[src/rtl/ula_seq_ctrl.sv]
// Registered ALU-op decoder with a valid/ready front end that sequences
// multi-cycle MULT/DIVI operations and back-pressures the control unit.
module ula_seq_ctrl #(
    parameter int unsigned OP_W     = 6,
    parameter int unsigned MUL_LAT  = 4,
    parameter int unsigned DIV_LAT  = 8,
    parameter int unsigned MULTI_EN = 1
) (
    input  logic            clk,
    input  logic            rst_n,
    input  logic            in_valid,
    output logic            in_ready,
    input  logic [5:0]      opcode,
    input  logic [5:0]      opex,
    input  logic [3:0]      ctrl,
    input  logic            flush,
    output logic [OP_W-1:0] alu_op,
    output logic            issue,
    output logic            busy,
    output logic            done
);

    localparam int unsigned D_W     = 5;
    localparam int unsigned MAX_LAT = (MUL_LAT > DIV_LAT) ? MUL_LAT : DIV_LAT;
    localparam int unsigned CNT_W   = $clog2(MAX_LAT + 1);

    localparam logic [D_W-1:0] OP_ADD  = 5'h00;
    localparam logic [D_W-1:0] OP_MULT = 5'h02;
    localparam logic [D_W-1:0] OP_DIVI = 5'h03;
    localparam logic [D_W-1:0] OP_MOVE = 5'h10;
    localparam logic [D_W-1:0] OP_NOP  = 5'h1F;

    typedef enum logic [0:0] {
        IDLE = 1'b0,
        BUSY = 1'b1
    } state_t;

    state_t           state;
    logic [CNT_W-1:0] cnt;
    logic [D_W-1:0]   d_c;
    logic [CNT_W-1:0] lat_m1_c;
    logic             accept_c;

    // Operation decode; earlier branches take priority.
    always_comb begin
        d_c = OP_NOP;
        if (ctrl[0] | ctrl[1]) begin
            d_c = OP_NOP;
        end else if (ctrl[3]) begin
            d_c = OP_ADD;
        end else if ((opcode[5:4] == 2'b10) || (opcode[5:3] == 3'b110)) begin
            d_c = OP_NOP;
        end else if (ctrl[2]) begin
            if (opcode == 6'h39) begin
                d_c = OP_MOVE;
            end else if (opcode[4:1] == 4'b1000) begin
                d_c = OP_NOP;
            end else begin
                d_c = {1'b0, opcode[3:0]};
            end
        end else begin
            if ((opex >= 6'h14) && (opex <= 6'h19)) begin
                d_c = OP_MOVE;
            end else if (opex < 6'h12) begin
                d_c = opex[4:0];
            end else begin
                d_c = {1'b0, opex[3:0]};
            end
        end
    end

    // Extra occupancy beyond the issue cycle; zero means single-cycle.
    always_comb begin
        lat_m1_c = '0;
        if (MULTI_EN != 0) begin
            if (d_c == OP_MULT) begin
                lat_m1_c = CNT_W'(MUL_LAT - 1);
            end else if (d_c == OP_DIVI) begin
                lat_m1_c = CNT_W'(DIV_LAT - 1);
            end
        end
    end

    assign accept_c = in_valid & in_ready & ~flush;

    // Sequencer; all outputs registered.
    always_ff @(posedge clk or negedge rst_n) begin
        if (!rst_n) begin
            state    <= IDLE;
            cnt      <= '0;
            alu_op   <= OP_W'(OP_NOP);
            issue    <= 1'b0;
            done     <= 1'b0;
            busy     <= 1'b0;
            in_ready <= 1'b1;
        end else begin
            issue <= 1'b0;
            done  <= 1'b0;
            case (state)
                IDLE: begin
                    if (accept_c) begin
                        alu_op <= OP_W'(d_c);
                        issue  <= 1'b1;
                        if (lat_m1_c == '0) begin
                            done <= 1'b1;
                        end else begin
                            state    <= BUSY;
                            cnt      <= lat_m1_c;
                            busy     <= 1'b1;
                            in_ready <= 1'b0;
                        end
                    end
                end
                BUSY: begin
                    // Flush beats completion, so an aborted op never signals done.
                    if (flush) begin
                        state    <= IDLE;
                        cnt      <= '0;
                        busy     <= 1'b0;
                        in_ready <= 1'b1;
                    end else if (cnt == CNT_W'(1)) begin
                        state    <= IDLE;
                        cnt      <= '0;
                        done     <= 1'b1;
                        busy     <= 1'b0;
                        in_ready <= 1'b1;
                    end else begin
                        cnt <= cnt - CNT_W'(1);
                    end
                end
                default: begin
                    state    <= IDLE;
                    cnt      <= '0;
                    busy     <= 1'b0;
                    in_ready <= 1'b1;
                end
            endcase
        end
    end

endmodule

[config.mk]
export PLATFORM = sky130hd
export DESIGN_NAME = ula_seq_ctrl
export DESIGN_NICKNAME = d
export VERILOG_FILES = /design/src/rtl/ula_seq_ctrl.sv
export SDC_FILE = /design/constraint.sdc
export NUM_CORES = 1
export LEC_CHECK = 0
export ABC_CLOCK_PERIOD_IN_PS = 1500
export CORE_MARGIN = 10
export CORE_UTILIZATION = 45
export DETAILED_ROUTE_END_ITERATION = 8
export PLACE_DENSITY_LB_ADDON = 0.12
export RECOVER_POWER = 100
export SLEW_MARGIN = 20
export SYNTH_ARGS = -nofsm -noshare
export SYNTH_HDL_FRONTEND = slang
export SYNTH_SLANG_ARGS = --single-unit
export TNS_END_PERCENT = 1
[constraint.sdc]
create_clock -name clk -period 1.5 [get_ports clk]
set_input_delay 0.3 -clock clk [delete_from_list [all_inputs] [get_ports clk]]
set_output_delay 0.3 -clock clk [all_outputs]
set_load 0.01 [all_outputs]
==> results.ini <==
[detailed_routing]
drt-pass1-iter-count = 4
drt_iter0_markers = 49
wl_um = 3270
vias = 1076
drt-vias-per-instance = 5.82
drtAntennaViolNets = 0
drc = 0
wire_per_inst_um = 17.7

[synthesis]
yosysTopAreaCell = dfrtp_1
synth_nets = 121
synthArstFlopShare = 1.00
synth_edf_count = 0
synth.most_common_cell = nor2_1
syn_inst = 99
synth_area_leaders = dfrtp_1 (21%), dfstp_2 (17%), nor2_1 (3.6%), a31oi_1 (3.3%), o21a_1 (3.2%)
synth.cells.most_frequent = nor2_1 (9), dfrtp_1 (8), nand2_1 (7)
yosys.area.top_type_share = 0.214
synth_cell_types = 43
synthFlopType = dfrtp_1
ys_seq_elements = 14
avgSynthCellArea_um2 = 9.45
yosysWarnings = 0
ys_seq_area_frac = 0.382
synth.cell_area_um2 = 936

[clock_tree]
clock_latency_ps = 280
clock_sinks = 14
cts-htree-levels = 1
cts_buffer_depth = 2
cts.reportedPaths.clkPinSlew_ps = 90
cts_tree = yes
holdBufCountCts = 0
cts_buffers = 3
cts_root_buf = clkbuf_4

[run_status]
violations = negative setup slack
status = finished with violations

[global_route]
antenna_found_initial = 0
grt_pass1_wl_um = 4910
grt.total_usage = 0.140
gr-total-overflow = 0
grt_pass1_vias = 1082
grt_max_degree = 15

[setup_path]
path_max_fanout = 6
worstPathCellList = buf_6 -> or4b_4 -> a31oi_4 -> nand4_4 -> or3_1 -> o221ai_1
worst_setup_path_start_kind = primary input
crit_slowest_cell = or4b_4
path_buf_inv = 1
critPathRequiredTime_ps = 1700
cp_slowest_stage_delay_ps = 550
arrival_ps = 1850
crit_type = in2reg
cp-end-kind = register
cp_top_family = simple AND/OR/NAND/NOR gates

[placed_design]
dpl.cell_count = 175
dp_hpwl_um = 2290
place_ws_ps = -799
numPortBuffers = 28
placed_cell_area_mm2 = 0.00141
place_congestion = 0.880

[sta]
max_freq_ghz = 0.608
rsz0062_at_grt = yes
clock-skew-final_ps = 9.97
worst_slack_ps = -144
fin_crit_ps = 1640
slew_headroom = 0.499
final-hold-violation-count = 0
finalSetupViolCount = 7
slew_violations = 0
period_share = 1.10
worst_pin_slew_ps = 752

[floorplan]
die_area_mm2 = 0.00430
boundaryPins = 30
core_mm2 = 0.00196
fp-row-count = 16
fp.dieW_um = 65.6
die_y_um = 65.6
initial_utilization = 0.477

[pwr]
powerDensity_mw_per_mm2 = 717
p_leak_nw = 0.684
power_mw = 1.13
irDropWorstVdd_v = 0.000351

[finish]
drive_gt1_frac = 0.399
antenna_cells = 0
stdcell_count = 185
postLayoutCoreUtil = 0.805
fillers = 128
nets = 181
syn_to_final_growth_pct = 68.9
design_area_mm2 = 0.00158

[worst_hold_path]
hp-class = reg2reg

[flow_run]
maxCapViolCount = 0

==> layer usage <==
layer  wire [um]  global-route usage  share of wire  up-vias
li1            -                   -              -      499
met1        1330               0.153           0.41      511
met2        1630               0.256           0.50       62
met3         252              0.0254          0.077        4
met4          49              0.0615          0.015        0
met5           0                   0              0        -
==> state kept, by name, indices dropped and copies added, names as in the netlist <==
signal / flops
issue: 1
state: 1
alu_op: 5
cnt: 4
in_ready: 1
done: 1
busy: 1
==> per-stage QoR <==
stage	hold slack [ps]	setup TNS (ps)
finish	512	-680
global placement	496	-7500
CTS	324	-804
floorplan	4.41	-1180
detailed placement	499	-8160
global route	526	-987
==> power breakdown <==
group	switching [mW]	total [mW]	internal [mW]	leakage, nW
Clock	0.124	0.227	0.103	0.0150
Sequential	0.0423	0.482	0.439	0.165
Combinational	0.207	0.425	0.218	0.503
Total	0.374	1.13	0.760	0.684
==> worst register-to-register path, delay by kind of cell, from the launching register on <==
family | cells | cell delay [ps]
AND/OR/NAND/NOR | 3 | 690
flip-flops | 1 | 570
AO/OA/AOI/OAI | 1 | 170
==> layout make-up <==
cell class	instances	area [um2]	share of cell area
clock buffer	4	26.3	0.0166
tap	27	33.8	0.0214
timing repair buffer	58	487	0.308
sequential	14	358	0.226
multi-input combinational	76	653	0.413
inverter	6	22.5	0.0143
==> path summary, 6_finish.rpt <==
path	from	slack, ps	cells after the start	endpoint
setup / recovery	opex[1]	-140	6	cnt[2]$_DFFE_PN0P_
max in group asynchronous	rst_n	440	2	done$_DFF_PN0_
setup reg to reg	in_ready$_DFFE_PN1P_	-20	4	cnt[2]$_DFFE_PN0P_
hold reg to reg	alu_op[3]$_DFFE_PN1P_	510	2	alu_op[3]$_DFFE_PN1P_
min in group asynchronous	rst_n	580	2	busy$_DFFE_PN0P_
hold / removal	alu_op[3]$_DFFE_PN1P_	510	2	alu_op[3]$_DFFE_PN1P_
==> logic make-up after synthesis <==
logic type,synth area share
compound gates,0.320
simple gates,0.217
flops,0.382
fa+ha+maj,0.0267
other cells,0.00401
xor+xnor,0.00936
buf+inv,0.0414
==> timing repair <==
item / 4_1_cts / 5_1_grt
gates cloned: 0 / 0
gates resized for setup: 40 / 26
endpoints found under the setup margin: 20 / 12
pin swaps: 12 / 11
buffers inserted: 3 / 3
==> cells in the final DEF, fill, tap and decap left out, types with 2 or more instances in the layout <==
master / count
clkbuf_4: 3
clkbuf_2: 6
buf_6: 5
inv_1: 6
nor2_1: 9
dfstp_2: 5
a31oi_1: 5
o21a_1: 4
buf_4: 24
o211ai_1: 3
o21ai_0: 4
clkdlybuf4s50_1: 7
clkbuf_1: 2
a221o_1: 2
nor3b_2: 2
nand2_1: 6
ha_1: 2
dlygate4sd2_1: 9
nand2b_1: 3
dfrtp_1: 8
a21o_2: 2
a21oi_1: 3
No activity file was read; power rests on OpenSTA's default activity.
